File: config.mk
export PLATFORM = sky130hd
export DESIGN_NAME = mac_sequencer_flat
export DESIGN_NICKNAME = d
export VERILOG_FILES = /design/src/rtl/mac_sequencer_if.sv /design/src/rtl/mac_sequencer.sv /design/src/flat_wrapper.sv
export SDC_FILE = /design/constraint.sdc
export NUM_CORES = 1
export LEC_CHECK = 0
export BUFFER_PORTS_ARGS = -buffer_cell sky130_fd_sc_hd__buf_2
export CAP_MARGIN = 20
export CORE_MARGIN = 3
export CORE_UTILIZATION = 31
export DETAILED_ROUTE_END_ITERATION = 10
export PLACE_DENSITY = 0.58
export RECOVER_POWER = 50
export SLEW_MARGIN = 10
export SYNTH_ARGS = -nofsm -noshare
export SYNTH_HDL_FRONTEND = slang
export SYNTH_SLANG_ARGS = --single-unit
File: constraint.sdc
create_clock -name clk -period 4 [get_ports clk]
set_input_delay 0.8 -clock clk [delete_from_list [all_inputs] [get_ports clk]]
set_output_delay 0.8 -clock clk [all_outputs]
set_load 0.02 [all_outputs]
File: src/rtl/mac_sequencer_if.sv
`default_nettype none
// ============================================================================
// Module      : mac_sequencer_if
// Description : Operand, accumulator and status bundle for mac_sequencer.
// Revision    : 1.0 - initial release
// ============================================================================
interface mac_sequencer_if;
    logic        start;
    logic [5:0]  len;
    logic        in_valid;
    logic        in_ready;
    logic [7:0]  in_a;
    logic [7:0]  in_b;
    logic [17:0] acc_q;
    logic [17:0] acc_d;
    logic        acc_clr;
    logic        busy;
    logic [17:0] result;
    logic        result_valid;
    logic        sat_flag;

    // Master side issues jobs, supplies operands and owns the accumulator register.
    modport master (
        output start, len, in_valid, in_a, in_b, acc_q,
        input  in_ready, acc_d, acc_clr, busy, result, result_valid, sat_flag
    );

    modport slave (
        input  start, len, in_valid, in_a, in_b, acc_q,
        output in_ready, acc_d, acc_clr, busy, result, result_valid, sat_flag
    );
endinterface
`default_nettype wire

File: src/rtl/mac_sequencer.sv
`default_nettype none
// ============================================================================
// Module      : mac_sequencer
// Description : Sequences one signed dot-product job through an external
//               18-bit saturating accumulator register.
// Revision    : 1.0 - initial release
// ============================================================================
module mac_sequencer (
    input  wire logic       clk,
    input  wire logic       reset,
    mac_sequencer_if.slave  bus
);

    localparam logic [2:0]  c_IDLE    = 3'd0;
    localparam logic [2:0]  c_CLEAR   = 3'd1;
    localparam logic [2:0]  c_RUN     = 3'd2;
    localparam logic [2:0]  c_DRAIN   = 3'd3;
    localparam logic [2:0]  c_DONE    = 3'd4;

    localparam logic [17:0] c_SAT_MAX = 18'h1FFFF;
    localparam logic [17:0] c_SAT_MIN = 18'h20000;

    logic [2:0]  r_state;
    logic [2:0]  w_next_state;
    logic [5:0]  r_cnt;
    logic [5:0]  r_len;
    logic [15:0] r_prod;
    logic        r_prod_v;
    logic [17:0] r_result;
    logic        r_result_valid;
    logic        r_sat_flag;

    logic        w_in_ready;
    logic        w_busy;
    logic        w_clear;
    logic        w_start_acc;
    logic        w_xfer;
    logic [15:0] w_a_ext;
    logic [15:0] w_b_ext;
    logic [15:0] w_prod;
    logic [18:0] w_sum;
    logic        w_ovf;
    logic [17:0] w_sat_sum;
    logic [17:0] w_acc_d;

    // ------------------------------------------------------------------------
    // State register
    // ------------------------------------------------------------------------
    always_ff @(posedge clk or negedge reset) begin
        if (!reset) begin
            r_state <= c_IDLE;
        end else begin
            r_state <= w_next_state;
        end
    end

    // ------------------------------------------------------------------------
    // Next-state and state-decoded outputs
    // ------------------------------------------------------------------------
    always_comb begin
        w_next_state = r_state;
        w_in_ready   = 1'b0;
        w_busy       = 1'b1;
        w_clear      = 1'b0;
        case (r_state)
            c_IDLE: begin
                w_busy = 1'b0;
                if (bus.start) begin
                    w_next_state = c_CLEAR;
                end
            end
            c_CLEAR: begin
                w_clear      = 1'b1;
                w_next_state = (r_len != 6'd0) ? c_RUN : c_DRAIN;
            end
            c_RUN: begin
                w_in_ready = 1'b1;
                if (bus.in_valid && (r_cnt == 6'd1)) begin
                    w_next_state = c_DRAIN;
                end
            end
            c_DRAIN: begin
                w_next_state = c_DONE;
            end
            c_DONE: begin
                w_next_state = c_IDLE;
            end
            default: begin
                w_busy       = 1'b0;
                w_next_state = c_IDLE;
            end
        endcase
    end

    assign w_start_acc = (r_state == c_IDLE) && bus.start;
    assign w_xfer      = w_in_ready && bus.in_valid;

    // Low 16 bits of the sign-extended product equal the signed 8x8 product.
    assign w_a_ext = {{8{bus.in_a[7]}}, bus.in_a};
    assign w_b_ext = {{8{bus.in_b[7]}}, bus.in_b};
    assign w_prod  = w_a_ext * w_b_ext;

    // One guard bit is enough: |prod| <= 2^14 and the accumulator is 18 bits.
    assign w_sum     = {bus.acc_q[17], bus.acc_q} + {{3{r_prod[15]}}, r_prod};
    assign w_ovf     = w_sum[18] ^ w_sum[17];
    assign w_sat_sum = w_ovf ? (w_sum[18] ? c_SAT_MIN : c_SAT_MAX) : w_sum[17:0];

    always_comb begin
        w_acc_d = bus.acc_q;
        if (!reset || w_clear) begin
            w_acc_d = 18'd0;
        end else if (r_prod_v) begin
            w_acc_d = w_sat_sum;
        end
    end

    // ------------------------------------------------------------------------
    // Datapath and status registers
    // ------------------------------------------------------------------------
    always_ff @(posedge clk or negedge reset) begin
        if (!reset) begin
            r_cnt          <= 6'd0;
            r_len          <= 6'd0;
            r_prod         <= 16'd0;
            r_prod_v       <= 1'b0;
            r_result       <= 18'd0;
            r_result_valid <= 1'b0;
            r_sat_flag     <= 1'b0;
        end else begin
            r_prod_v       <= w_xfer;
            r_result_valid <= (r_state == c_DONE);

            if (w_start_acc) begin
                r_len <= bus.len;
                r_cnt <= bus.len;
            end else if (w_xfer) begin
                r_cnt <= r_cnt - 6'd1;
            end

            if (w_xfer) begin
                r_prod <= w_prod;
            end

            if (r_state == c_DONE) begin
                r_result <= bus.acc_q;
            end

            // A fresh job clears the sticky flag even if a clamp is pending.
            if (w_start_acc) begin
                r_sat_flag <= 1'b0;
            end else if (r_prod_v && w_ovf) begin
                r_sat_flag <= 1'b1;
            end
        end
    end

    assign bus.in_ready     = w_in_ready;
    assign bus.busy         = w_busy;
    assign bus.acc_clr      = w_clear | ~reset;
    assign bus.acc_d        = w_acc_d;
    assign bus.result       = r_result;
    assign bus.result_valid = r_result_valid;
    assign bus.sat_flag     = r_sat_flag;

endmodule
`default_nettype wire
File: src/flat_wrapper.sv
// flat-port wrapper written by rule: the top's interface ports become plain ports
module mac_sequencer_flat 
  (clk, reset, bus_start, bus_len, bus_in_valid, bus_in_a, bus_in_b, bus_acc_q, bus_in_ready, bus_acc_d, bus_acc_clr, bus_busy, bus_result, bus_result_valid, bus_sat_flag);
  mac_sequencer_if bus_i ();
  input  wire logic clk;
  input  wire logic reset;
  input wire logic [$bits(bus_i.start)-1:0] bus_start;
  input wire logic [$bits(bus_i.len)-1:0] bus_len;
  input wire logic [$bits(bus_i.in_valid)-1:0] bus_in_valid;
  input wire logic [$bits(bus_i.in_a)-1:0] bus_in_a;
  input wire logic [$bits(bus_i.in_b)-1:0] bus_in_b;
  input wire logic [$bits(bus_i.acc_q)-1:0] bus_acc_q;
  output wire logic [$bits(bus_i.in_ready)-1:0] bus_in_ready;
  output wire logic [$bits(bus_i.acc_d)-1:0] bus_acc_d;
  output wire logic [$bits(bus_i.acc_clr)-1:0] bus_acc_clr;
  output wire logic [$bits(bus_i.busy)-1:0] bus_busy;
  output wire logic [$bits(bus_i.result)-1:0] bus_result;
  output wire logic [$bits(bus_i.result_valid)-1:0] bus_result_valid;
  output wire logic [$bits(bus_i.sat_flag)-1:0] bus_sat_flag;
  assign bus_i.start = bus_start;
  assign bus_i.len = bus_len;
  assign bus_i.in_valid = bus_in_valid;
  assign bus_i.in_a = bus_in_a;
  assign bus_i.in_b = bus_in_b;
  assign bus_i.acc_q = bus_acc_q;
  assign bus_in_ready = bus_i.in_ready;
  assign bus_acc_d = bus_i.acc_d;
  assign bus_acc_clr = bus_i.acc_clr;
  assign bus_busy = bus_i.busy;
  assign bus_result = bus_i.result;
  assign bus_result_valid = bus_i.result_valid;
  assign bus_sat_flag = bus_i.sat_flag;
  mac_sequencer u_core (.clk(clk), .reset(reset), .bus(bus_i));
endmodule
==> impl_results.md <==
* Nets at 1008
* Maxcap violations at 1
* Violated checks: capacitance limit, slew limit, setup timing
* Post-DR vias/cell at 4.65
* Die ar. at 0.0207 mm²
* First-pass GRT wire length at 25700 µm
* Drt initial violations at 136
* Crit Path Max Fanout at 7
* Synth Register Bits at 52
* Seq/Total Area, Yosys at 0.221
* Via count at 5063
* Share of cells above drive strength 1 at 0.428
* Vert. Die Dim at 144 µm
* Placer Congestion at 0.861
* DP HPWL at 12100 µm
* Syn Std Cell Area at 0.00589 mm²
* CTS Buffer Depth at 2
* Critical path arrival at 4580 ps
* Syn Nets at 800
* EDFF count, synth at 0
* Site Rows at 49
* Slew HR at -0.881
* Total power at 6.49 mW
* Max Clock Freq at 227 MHz
* Residual DRC count at 0
* Yosys warnings at 0
* Final Cycle Share at 1.10
* Initial core utilization at 0.321
* Slew Limit Fails at 53
* RSZ-0062 raised after global routing: true
* PD cells at 755 mW/mm²
* Routed WL at 15200 µm
* Final hold vios at 0
* Worst-Skew Late Latency at 300 ps
* Reg2reg setup slack at 1170 ps
* Leading area contributor after synthesis: dfrtp_1
* # port buffers at 84
* Synth top area share at 0.221
* Clock skew at 4.92 ps
* Maximum VDD drop at 291 µV
* Post-synthesis async set-or-reset flop share at 1.00
* DRT Pass-1 Iters at 4
* Clock Sinks at 52
* Vias in the first global route at 5198
* Worst Hold Slack at 487 ps
* Status: finished, violations left
* Syn avg cell area at 9.05 µm²
* Final number of setup-violating endpoints at 23
* P_leak at 4.07 nW
* Hold buffer count at CTS at 0
* Unique masters post-synth at 55
* Most common flop cell mapped by yosys: dfrtp_1
* Setup ws final at -406 ps
* Post-route ant nets at 0
* Kind of critical path: input pin to flip-flop
* Ant. Diodes at 0
* Initial antenna violation count at 0
* Synthesis-to-layout area growth at 46.0%
* Filler Cell Count at 1728
* CTS tree: yes
* Dominant cells by area after synthesis: dfrtp_1 (22%), fa_1 (19%), ha_1 (10%), inv_1 (6.0%), nand2_1 (4.7%)
* Clock transition at the registers of the reported paths at 80 ps
* Grt ovf at 0
* Tmin final at 4410 ps
* Root Buffer: clkbuf_16
* Ports at 85
* Total CTS buffers at 5
* Htree depth at 2
* Core area at 0.0183 mm²
* Most common cell after layout, fill and taps aside: buf_4
* Slew @ Worst Pin at 2820 ps
* Routed wire per std cell at 14.0 µm
* Hold Crit Class: flip-flop to flip-flop
* Critical Path Source Type: input pin
* CP required at 4180 ps
* Gr usage total at 0.151
* Mapped Cells at 651
* CP endpoint kind: flip-flop
* Most frequent cells in the layout: buf_4 (126), inv_1 (78), nand2_1 (73)
* Die W at 144 µm
* Largest net degree at the start of global routing at 53
## sequential cells by signal, indices dropped and copies added, names as in the netlist
name and count:
u_core.r_cnt 6, u_core.bus.result_valid 1, u_core.r_prod_v 1, u_core.bus.sat_flag 1
u_core.r_state 3, u_core.bus.result 18, u_core.r_len 6, u_core.r_prod 16
## stage by stage
step                cells  setup TNS, ps  utilization  setup WS [ps]  area (µm²)
detailed placement   1059         -11080        0.423           -894        7750
global placement     1059         -10970        0.423           -747        7750
finish               1089          -3880        0.469           -406        8600
global route         1089          -6380        0.469           -538        8600
floorplan             651          -1830            -           -500        6250
CTS                  1083          -4330        0.463           -387        8480
## cells by family (layout without fill, tap and decap cells)
kind of cell | after synthesis | count (layout) | share of synthesized area
fa+ha+maj | 121 | 121 | 0.323
compound gates | 98 | 98 | 0.114
simple gates | 217 | 217 | 0.183
flops | 52 | 52 | 0.221
buf+inv | 111 | 320 | 0.0739
mux | 20 | 20 | 0.0380
xor+xnor | 32 | 32 | 0.0476
## what timing repair did
action | 4_1_cts | 5_1_grt
pin swaps | 74 | 23
buffers inserted | 15 | 6
gates cloned | 2 | 0
setup endpoints to repair | 25 | 24
resized for setup | 127 | 32
## where the power goes
group / leakage (nW) / internal [mW] / switching, mW / total (mW)
clock: 0.0772 / 0.242 / 0.226 / 0.468
combinational: 3.35 / 2.57 / 2.45 / 5.02
sequential: 0.645 / 0.776 / 0.233 / 1.01
## critical path, cell delays in order
cell	delay (ps)
buf_8	110
and2_4	150
fa_1	520
inv_1	50
fa_1	490
inv_2	40
fa_1	520
inv_1	50
fa_1	490
inv_2	40
ha_4	290
a211oi_4	60
o311a_1	390
buf_4	150
buf_6	110
a21oi_2	130
xnor2_1	120
o21ai_1	70
## synth_stat cells (2+ instances only)
cell type   n
xnor2_1    24
a211oi_2    7
nand2b_1    3
nand3_1    13
o21ai_1     2
and2_1     44
a211oi_1   13
o21ai_0    25
maj3_1      9
a31oi_1     5
nor2_1     37
or3_1       3
a21o_1      7
clkbuf_1   13
nor2b_1     6
nand3b_1    3
o211ai_1    6
nor4_1      3
o21a_1      2
nor3b_1     4
ha_1       49
maj3_2      7
nor3_1     12
fa_1       56
o31ai_1     3
nand2_1    74
and4_4      2
dfrtp_1    52
a21oi_1    17
xor2_1      8
mux2_2     19
and3_1      4
inv_1      94
or2_2       3
nand4_1     2
## area by class of cell
type / instances / area, µm² / area share
multi-input combinational: 488 / 4790 / 0.557
clock inverter: 3 / 33.8 / 0.00393
tap: 229 / 287 / 0.0333
clock buffer: 5 / 125 / 0.0145
inverter: 95 / 357 / 0.0415
timing repair buffer: 217 / 1710 / 0.199
sequential: 52 / 1300 / 0.151
## per-layer routing
layer	up-vias	track usage	wire, µm
met3	9	0.0140	484
met2	91	0.256	7150
met1	2397	0.213	7450
li1	2566	-	-
met4	0	0.0282	149
met5	-	0	0
## path summary, 6_finish.rpt
check                                 start                   to  cells after the start
setup / recovery                bus_in_a[5]    u_core.r_prod[13]                     18
setup reg to reg           u_core.r_prod[7]  u_core.bus.sat_flag                     10
max in group asynchronous             reset      u_core.r_prod_v                      2
hold reg to reg             u_core.r_len[0]      u_core.r_len[0]                      2
hold / removal              u_core.r_len[0]      u_core.r_len[0]                      2
min in group asynchronous             reset      u_core.r_len[3]                      2
Power figures use the tool's default switching activity.
